### src/rtl/sync_mem_rr_pkg.sv
// Shared constants and types for the round-robin memory access controller.
package sync_mem_rr_pkg;
   localparam int MAX_CLIENTS = 8;
   localparam int STAT_WIDTH  = 16;
   typedef logic [2:0] client_idx_t;
endpackage

### src/rtl/sync_mem_rr_ctrl_rr_arbiter.sv
// Round-robin arbiter: one-hot grant to the first requester at or after the pointer.
module rr_arbiter
   import sync_mem_rr_pkg::*;
#(
   parameter int N = 2
) (
   input  logic        clk,
   input  logic        rst,
   input  logic [N-1:0] req,
   output logic [N-1:0] grant,
   output client_idx_t ptr_q
);

   logic [2*N-1:0] dbl_s;
   logic [N-1:0]   rot_s;
   logic           any_s;
   client_idx_t    off_s;
   client_idx_t    gidx_s;
   client_idx_t    ptr_d;
   logic [3:0]     sum_s;
   logic [3:0]     nxt_s;

   // Rotate requests so the pointer sits at bit 0, pick the lowest set bit, rotate back.
   always_comb begin
      dbl_s = {req, req} >> ptr_q;
      rot_s = dbl_s[N-1:0];
      any_s = |rot_s;
      off_s = '0;
      for (int k = N - 1; k >= 0; k--) begin
         off_s = rot_s[k] ? client_idx_t'(k) : off_s;
      end
      sum_s  = {1'b0, ptr_q} + {1'b0, off_s};
      sum_s  = (sum_s >= 4'(N)) ? (sum_s - 4'(N)) : sum_s;
      gidx_s = sum_s[2:0];
      nxt_s  = {1'b0, gidx_s} + 4'd1;
      nxt_s  = (nxt_s >= 4'(N)) ? 4'd0 : nxt_s;
      if (any_s) begin
         grant = N'(1) << gidx_s;
         ptr_d = nxt_s[2:0];
      end else begin
         grant = '0;
         ptr_d = ptr_q;
      end
   end

   // Pointer register.
   always_ff @(posedge clk or posedge rst) begin
      if (rst) begin
         ptr_q <= '0;
      end else begin
         ptr_q <= ptr_d;
      end
   end

endmodule

### src/rtl/sync_mem_rr_ctrl.sv
// Shares one 1W/1R synchronous memory among NUM_CLIENTS requesters with independent RR arbiters.
// Optional stall statistics counter enabled by SYNC_MEM_RR_CTRL_STATS_EN.
module sync_mem_rr_ctrl
   import sync_mem_rr_pkg::*;
#(
   parameter int ADDR_WIDTH  = 4,
   parameter int DATA_WIDTH  = 8,
   parameter int NUM_CLIENTS = 2
) (
   input  logic                              clk,
   input  logic                              rst,
   input  logic [NUM_CLIENTS-1:0]            req_valid,
   input  logic [NUM_CLIENTS-1:0]            req_we,
   input  logic [NUM_CLIENTS*ADDR_WIDTH-1:0] req_addr,
   input  logic [NUM_CLIENTS*DATA_WIDTH-1:0] req_wdata,
   output logic [NUM_CLIENTS-1:0]            req_ready,
   output logic [NUM_CLIENTS-1:0]            rsp_valid,
   output logic [DATA_WIDTH-1:0]             rsp_data,
   output logic                              mem_wr_en,
   output logic [ADDR_WIDTH-1:0]             mem_wr_addr,
   output logic [DATA_WIDTH-1:0]             mem_wr_data,
   output logic [ADDR_WIDTH-1:0]             mem_rd_addr,
   input  logic [DATA_WIDTH-1:0]             mem_rd_data
`ifdef SYNC_MEM_RR_CTRL_STATS_EN
   ,
   output logic [STAT_WIDTH-1:0]             stat_stall_cnt
`endif
);

   logic [NUM_CLIENTS-1:0] wr_req_s;
   logic [NUM_CLIENTS-1:0] rd_req_s;
   logic [NUM_CLIENTS-1:0] wr_grant_s;
   logic [NUM_CLIENTS-1:0] rd_grant_s;
   logic [NUM_CLIENTS-1:0] rsp_valid_q;
   logic [NUM_CLIENTS-1:0] rsp_valid_d;
   client_idx_t            wr_ptr_s;
   client_idx_t            rd_ptr_s;

   // Masking requests during reset forces every grant, and so every memory-side output, to zero.
   always_comb begin
      wr_req_s = req_valid & req_we  & {NUM_CLIENTS{~rst}};
      rd_req_s = req_valid & ~req_we & {NUM_CLIENTS{~rst}};
   end

   rr_arbiter #(.N(NUM_CLIENTS)) u_wr_arb (
      .clk   (clk),
      .rst   (rst),
      .req   (wr_req_s),
      .grant (wr_grant_s),
      .ptr_q (wr_ptr_s)
   );

   rr_arbiter #(.N(NUM_CLIENTS)) u_rd_arb (
      .clk   (clk),
      .rst   (rst),
      .req   (rd_req_s),
      .grant (rd_grant_s),
      .ptr_q (rd_ptr_s)
   );

   // One-hot AND-OR muxes select the granted client's address and data.
   always_comb begin
      mem_wr_addr = '0;
      mem_wr_data = '0;
      mem_rd_addr = '0;
      for (int i = 0; i < NUM_CLIENTS; i++) begin
         mem_wr_addr = mem_wr_addr | (req_addr[i*ADDR_WIDTH +: ADDR_WIDTH]  & {ADDR_WIDTH{wr_grant_s[i]}});
         mem_wr_data = mem_wr_data | (req_wdata[i*DATA_WIDTH +: DATA_WIDTH] & {DATA_WIDTH{wr_grant_s[i]}});
         mem_rd_addr = mem_rd_addr | (req_addr[i*ADDR_WIDTH +: ADDR_WIDTH]  & {ADDR_WIDTH{rd_grant_s[i]}});
      end
      mem_wr_en   = |wr_grant_s;
      req_ready   = wr_grant_s | rd_grant_s;
      rsp_valid_d = rd_grant_s;
      rsp_valid   = rsp_valid_q;
      rsp_data    = mem_rd_data;
   end

   // Read tag: the read grant one cycle late lines up with the memory's registered data.
   always_ff @(posedge clk or posedge rst) begin
      if (rst) begin
         rsp_valid_q <= '0;
      end else begin
         rsp_valid_q <= rsp_valid_d;
      end
   end

`ifdef SYNC_MEM_RR_CTRL_STATS_EN
   logic [STAT_WIDTH-1:0] stat_q;
   logic [STAT_WIDTH-1:0] stat_d;
   logic                  stall_s;

   // Saturating count of cycles where some valid request went ungranted.
   always_comb begin
      stall_s = |(req_valid & ~req_ready);
      stat_d  = (stall_s && (stat_q != 16'hFFFF)) ? (stat_q + 16'd1) : stat_q;
      stat_stall_cnt = stat_q;
   end

   // Statistics register.
   always_ff @(posedge clk or posedge rst) begin
      if (rst) begin
         stat_q <= '0;
      end else begin
         stat_q <= stat_d;
      end
   end
`endif

endmodule

### config.mk
export PLATFORM = sky130hd
export DESIGN_NAME = sync_mem_rr_ctrl
export DESIGN_NICKNAME = d
export VERILOG_FILES = /design/src/rtl/sync_mem_rr_pkg.sv /design/src/rtl/sync_mem_rr_ctrl_rr_arbiter.sv /design/src/rtl/sync_mem_rr_ctrl.sv
export SDC_FILE = /design/constraint.sdc
export NUM_CORES = 1
export LEC_CHECK = 0
export ABC_AREA = 1
export CORE_ASPECT_RATIO = 0.6
export CORE_MARGIN = 4
export CORE_UTILIZATION = 37
export DETAILED_ROUTE_END_ITERATION = 10
export GPL_ROUTABILITY_DRIVEN = 0
export GPL_TIMING_DRIVEN = 0
export PLACE_DENSITY = 0.86
export SYNTH_ARGS = -nofsm -noshare
export SYNTH_HDL_FRONTEND = slang
export SYNTH_SLANG_ARGS = --single-unit
### constraint.sdc
create_clock -name clk -period 2.35 [get_ports clk]
set_clock_uncertainty 0.1 [all_clocks]
set_input_delay 0.235 -clock clk [delete_from_list [all_inputs] [get_ports clk]]
set_output_delay 0.235 -clock clk [all_outputs]
set_load 0.02 [all_outputs]
Word level (Yosys, flattened, before mapping)
Cells that the tools add are included.
W data, S select, Z words.

storage, ports and cells
  flip-flop bits (word level) = 8
  input bits = 38
  output and inout port bits = 29
  logic and storage cells = 46

operators by class
  $add $sub $neg = 6
  order comparisons = 4
  shift-type cells = 4
  multiplexer cells = 10
  bitwise logic cells = 16
  reductions and logical operators = 3

operator list
  cell                   number
  $mux W3                6
  $and A4 B4 Y4          4
  $and A8 B8 Y8          2
  $ge A4 B2 Y1 const B   4
  $add A3 B1 Y4 const B  2
  $add A3 B3 Y4          2
  $and A2 B2 Y2          4
  $or A4 B4 Y4           2
  $or A8 B8 Y8           1
  $shr A4 B3 Y2          2
  $reduce_or A2 Y1       3
  $shl A1 B3 Y2 const A  2
  $sub A3 B2 Y3 const B  2
  $mux W2                2
  $mux W1                2
  $not A2 Y2             1
  $or A2 B2 Y2           1
  $not A1 Y1             1

Logic depth before layout (Yosys ltp)
  depth after elaboration = 13
  depth in mapped cells = 20
  depth with buffers taken out = 20

Modules after synthesis
A second synthesis with hierarchy kept.

second synthesis, totals
  cell total of the unflattened synthesis = 158
  area, all modules = 903.4 µm²

modules (own cells, without submodules)
  module            times used  cells each  area an instance (µm²)  sequential area each (µm²)
  rr_arbiter        2           43          269.0                   75.1
  sync_mem_rr_ctrl  1           72          365.4                   50.0

Least setup slack after synthesis
Ideal clock, no wire load.

  kind = input-to-output
  start = input rst
  end = output mem_wr_data[3]
  data arrival time = 1.908 ns
  required time = 2.015 ns
  path slack = 0.107 ns
  stages on the path = 16
  buffers on the path = 1
  path through = inv_2 nand3_1 nand2_1 nand3_1 nand3_1 inv_1 ha_1 ha_1 inv_1 nand2_1 nand2_1 o211ai_1 inv_1 buf_6 nand3_1 nand2_1

on the way
  cells in the longest elaborated chain, start to end = 12
  elaborated cells on any way between the ends = 15
  classes of those cells = add/sub (2); order compare (1); shift (2); mux (4); bitwise (5); reduce/logical (1)

RTL lines
  what                                           RTL line                           text
  start: declaration                             sync_mem_rr_ctrl.sv:11             input logic rst,
  $not A1 Y1 (*)                                 sync_mem_rr_ctrl.sv:41             wr_req_s = req_valid & req_we & {NUM_CLIENTS{~rst}};
  $and A2 B2 Y2 (*)                              sync_mem_rr_ctrl.sv:41
  $shr A4 B3 Y2 (*)                              sync_mem_rr_ctrl_rr_arbiter.sv:25  dbl_s = {req, req} >> ptr_q;
  $mux W1                                        sync_mem_rr_ctrl_rr_arbiter.sv:30  off_s = rot_s[k] ? client_idx_t'(k) : off_s;
  $mux W3                                        sync_mem_rr_ctrl_rr_arbiter.sv:30
  $add A3 B3 Y4                                  sync_mem_rr_ctrl_rr_arbiter.sv:32  sum_s = {1'b0, ptr_q} + {1'b0, off_s};
  $ge A4 B2 Y1 or $sub A3 B2 Y3 (tied branches)  sync_mem_rr_ctrl_rr_arbiter.sv:33  sum_s = (sum_s >= 4'(N)) ? (sum_s - 4'(N)) : sum_s;
  $mux W3                                        sync_mem_rr_ctrl_rr_arbiter.sv:33
  $shl A1 B3 Y2                                  sync_mem_rr_ctrl_rr_arbiter.sv:38  grant = N'(1) << gidx_s;
  $mux W2 (*)                                    sync_mem_rr_ctrl_rr_arbiter.sv:37  if (any_s) begin
  $and A8 B8 Y8                                  sync_mem_rr_ctrl.sv:68             mem_wr_data = mem_wr_data | (req_wdata[i*DATA_WIDTH +: DATA_WIDTH] & {DATA_WIDTH{wr_grant_s[i]}});
  $or A8 B8 Y8 (*)                               sync_mem_rr_ctrl.sv:68
  end: declaration                               sync_mem_rr_ctrl.sv:21             output logic [DATA_WIDTH-1:0] mem_wr_data,

Every way passes the cells marked *; elsewhere a longest branch is shown, timed or not.

Worst setup path after layout
  start = register u_wr_arb.ptr_q[1]
  end = output mem_wr_data[7]

on the way
  cells in the longest elaborated chain, start to end = 10
  elaborated cells on any way between the ends = 13
  classes of those cells = add/sub (2); order compare (1); shift (2); mux (4); bitwise (3); reduce/logical (1)

RTL lines
  what                                           RTL line                           text
  start: declaration                             sync_mem_rr_ctrl_rr_arbiter.sv:11  output client_idx_t ptr_q
  start signal: assignment                       sync_mem_rr_ctrl_rr_arbiter.sv:51  ptr_q <= ptr_d;
  $shr A4 B3 Y2                                  sync_mem_rr_ctrl_rr_arbiter.sv:25
  $mux W1                                        sync_mem_rr_ctrl_rr_arbiter.sv:30
  $mux W3                                        sync_mem_rr_ctrl_rr_arbiter.sv:30
  $add A3 B3 Y4                                  sync_mem_rr_ctrl_rr_arbiter.sv:32
  $ge A4 B2 Y1 or $sub A3 B2 Y3 (tied branches)  sync_mem_rr_ctrl_rr_arbiter.sv:33
  $mux W3                                        sync_mem_rr_ctrl_rr_arbiter.sv:33
  $shl A1 B3 Y2                                  sync_mem_rr_ctrl_rr_arbiter.sv:38
  $mux W2 (*)                                    sync_mem_rr_ctrl_rr_arbiter.sv:37
  $and A8 B8 Y8                                  sync_mem_rr_ctrl.sv:68
  $or A8 B8 Y8 (*)                               sync_mem_rr_ctrl.sv:68

Marked as above.

==> implementation parameters <==
Parameter                              Value

Timing
  Max-slew violations ... 0
  Min Tclk post-route ... 2600 ps
  Max-Slew Margin vs Limit ... 0.802
  FMAX ... 384 MHz
  Period utilisation layout ... 1.11
  Final setup violating endpoints ... 21
  Final Hold Fails ... 0
  Measured slew at the worst slew-check pin ... 295 ps
  Smallest hold slack ... 450 ps
  Unrepaired setup endpoints after global routing ... yes
  Final setup TNS ... -3940 ps
  Setup ws final ... -252 ps

Clock tree
  Clock transition at the register clock pins on the worst setup and hold paths after CTS ... 50 ps
  Sink Count ... 8
  CTS tree ... built
  CTS Root Buffer Type ... sky130_fd_sc_hd__clkbuf_8
  Number of buffers created by CTS ... 3
  Number of levels the H-tree was split into ... 1
  Clock latency on the worst-skew pair ... 240 ps
  Clock Path Buffers ... 2

Floorplan
  Total number of placement rows ... 14
  Die Y ... 50.0 um
  Core Footprint ... 2650 sq um
  Number of primary I/O pins ... 67
  Overall die width ... 78.0 um
  Die Area ... 3900 sq um
  Starting Density ... 0.412

Layout
  Area Growth Syn to Fin ... 109%
  Final instance area ... 2270 sq um
  Post-layout util ... 0.858
  Antenna Diode Count ... 0
  Number of nets in the finished design ... 313
  Fraction of final layout cells sized beyond drive strength 1 ... 0.539
  Top library cells by usage in the layout, fill and taps aside ... 34 x sky130_fd_sc_hd__clkdlybuf4s50_1, 30 x sky130_fd_sc_hd__buf_4, 28 x sky130_fd_sc_hd__nand2_2, 28 x sky130_fd_sc_hd__nand3_2, 23 x sky130_fd_sc_hd__buf_6
  Most common cell after layout, fill and taps aside ... sky130_fd_sc_hd__clkdlybuf4s50_1

GRT
  Number of antenna violations at the first check in global routing ... 0
  Overall routing resource usage ... 0.237
  Wire length of the first global-routing pass ... 7.22 mm
  Pin count of the biggest net entering global routing ... 11
  Vias in the first global route ... 1472
  Leftover overflow at the end of global routing ... 0

Routing
  Detail-routed net length per standard cell ... 17.3 um
  Iteration count of the initial detailed-routing pass ... 5
  Overall routed net length ... 5.30 mm
  Drt via density ... 5.31
  Antenna Violating Nets Remaining ... 0
  Violation count after the first detailed-route iteration ... 92
  Vias after detailed routing ... 1631
  Remaining routing DRC violations ... 0

Worst setup path
  Critical path launch point type ... register
  Crit path arrival time ... 2270 ps
  Data required time of the critical path ... 2020 ps
  Depth of the most critical reg-to-reg path ... 20
  CP Max Fanout ... 5
  Kind of critical path ... reg2out
  Kind of capture point of the worst setup path ... primary output

Place
  Minimum setup slack after placement ... -1130 ps
  I/O Buffers ... 58
  Area after DPL ... 1720 sq um
  Half-perimeter wire length of the detailed placement result ... 2.88 mm

Yosys
  Average instance area after synthesis ... 6.08 sq um
  Part of the Yosys area used for sequential elements ... 0.184
  Cell count after synthesis ... 179
  Share of the synthesized area in the top cell type ... 0.193
  #FFs+latches synth ... 8
  Mapped Nets ... 223
  Top post-synthesis cells by area ... sky130_fd_sc_hd__nand3_1 19%, sky130_fd_sc_hd__dfrtp_1 18%, sky130_fd_sc_hd__nand2_1 17%, sky130_fd_sc_hd__inv_1 7.6%, sky130_fd_sc_hd__ha_1 6.9%
  Number of distinct library cell variants in the gate-level netlist after synthesis ... 20
  Warning count from the yosys run ... 0
  Post-Synthesis Cell Area ... 1090 sq um
  Library cell occupying the most area in the post-synthesis netlist ... sky130_fd_sc_hd__nand3_1

Job
  Total of max-cap violations ... 0

Outcome
  Result of the run ... finished with violations
  Violations in the final reports ... setup timing

Pwr
  Total leakage power ... 1.09 nW
  IR Drop Worst-Case VDD ... 729 uV
  Power Dens Cells ... 1090 nW/um^2

Hold path
  Min-delay worst type ... in2async
-- where the power goes --
part | switching [mW] | internal (mW) | total (mW)
Sequential | 0.0238 | 0.172 | 0.196
Clock | 0.0671 | 0.112 | 0.179
Combinational | 1.17 | 0.930 | 2.10
Total | 1.26 | 1.21 | 2.48
-- stage by stage --
step           cells  total power [mW]
2_1_floorplan    179              1.11
3_3_place_gp     277              1.67
3_5_place_dp     277              1.70
4_1_cts          299              2.30
5_1_grt          307              2.62
6_report         307              2.48
-- metal layers --
layer	vias up	GRT usage	part of all wire
li1	750	-	-
met1	770	0.278	0.40
met2	92	0.406	0.48
met3	19	0.0727	0.084
met4	0	0.0930	0.037
met5	-	0	0
-- synth_stat cells, drive strengths merged --
library cell and instances:
nand2 50, nand3 48, inv 26, buf 14
nor2 13, dfrtp 8, ha 6, o211ai 5
a21oi 3, clkbuf 2, nand4 2, a21o 1
o21ai 1
-- worst paths after layout --
| kind | from | endpoint | slack (ps) |
|---|---|---|---|
| setup / recovery | u_wr_arb.ptr_q[1] | mem_wr_data[7] | -250 |
| hold / removal | rst | u_wr_arb.ptr_q[0] | 450 |
| setup reg to reg | u_wr_arb.ptr_q[1] | u_wr_arb.ptr_q[0] | -110 |
| hold reg to reg | u_wr_arb.ptr_q[2] | u_wr_arb.ptr_q[2] | 480 |
| max in group asynchronous | rst | u_rd_arb.ptr_q[1] | 1350 |
| min in group clk | u_wr_arb.ptr_q[2] | u_wr_arb.ptr_q[2] | 480 |
-- state kept, by name (all words and copies together) (netlist names) --
register	count
u_wr_arb.ptr_q	3
rsp_valid	2
u_rd_arb.ptr_q	3
-- critical path, stage by stage, from the launching register on --
cell,delay (ps)
sky130_fd_sc_hd__dfrtp_2,420
sky130_fd_sc_hd__nor2_1,120
sky130_fd_sc_hd__nand3_1,100
sky130_fd_sc_hd__nand2_2,80
sky130_fd_sc_hd__nand3_2,70
sky130_fd_sc_hd__inv_2,70
sky130_fd_sc_hd__ha_4,150
sky130_fd_sc_hd__ha_4,150
sky130_fd_sc_hd__nand2_2,80
sky130_fd_sc_hd__nand2_2,90
sky130_fd_sc_hd__o211ai_1,110
sky130_fd_sc_hd__inv_2,140
sky130_fd_sc_hd__buf_4,130
sky130_fd_sc_hd__nand3_2,90
sky130_fd_sc_hd__nand2_2,100
sky130_fd_sc_hd__buf_6,120
-- cell families after synthesis --
logic type / synth area share
fa+ha+maj: 0.0690
simple gates: 0.482
compound gates: 0.0598
flops: 0.184
buf+inv: 0.206
-- area by class of cell --
class | instances | area, sq um
clock buffer | 3 | 41.3
timing repair buffer | 86 | 832
fill | 140 | 375
inverter | 26 | 105
sequential | 8 | 206
multi-input combinational | 129 | 920
tap | 40 | 50.0
buffer | 15 | 115
-- what timing repair did --
| item | CTS | global route |
|---|---|---|
| endpoints found under the setup margin | 22 | 21 |
| gates resized for setup | 169 | 36 |
| setup buffers | 17 | 7 |
| pin swaps | 36 | 31 |
| gates cloned | 2 | 0 |
| hold buffers | 0 | 3 |
| hold endpoints to repair | 0 | 8 |
Note: power is estimated with default switching activity, not from simulation.
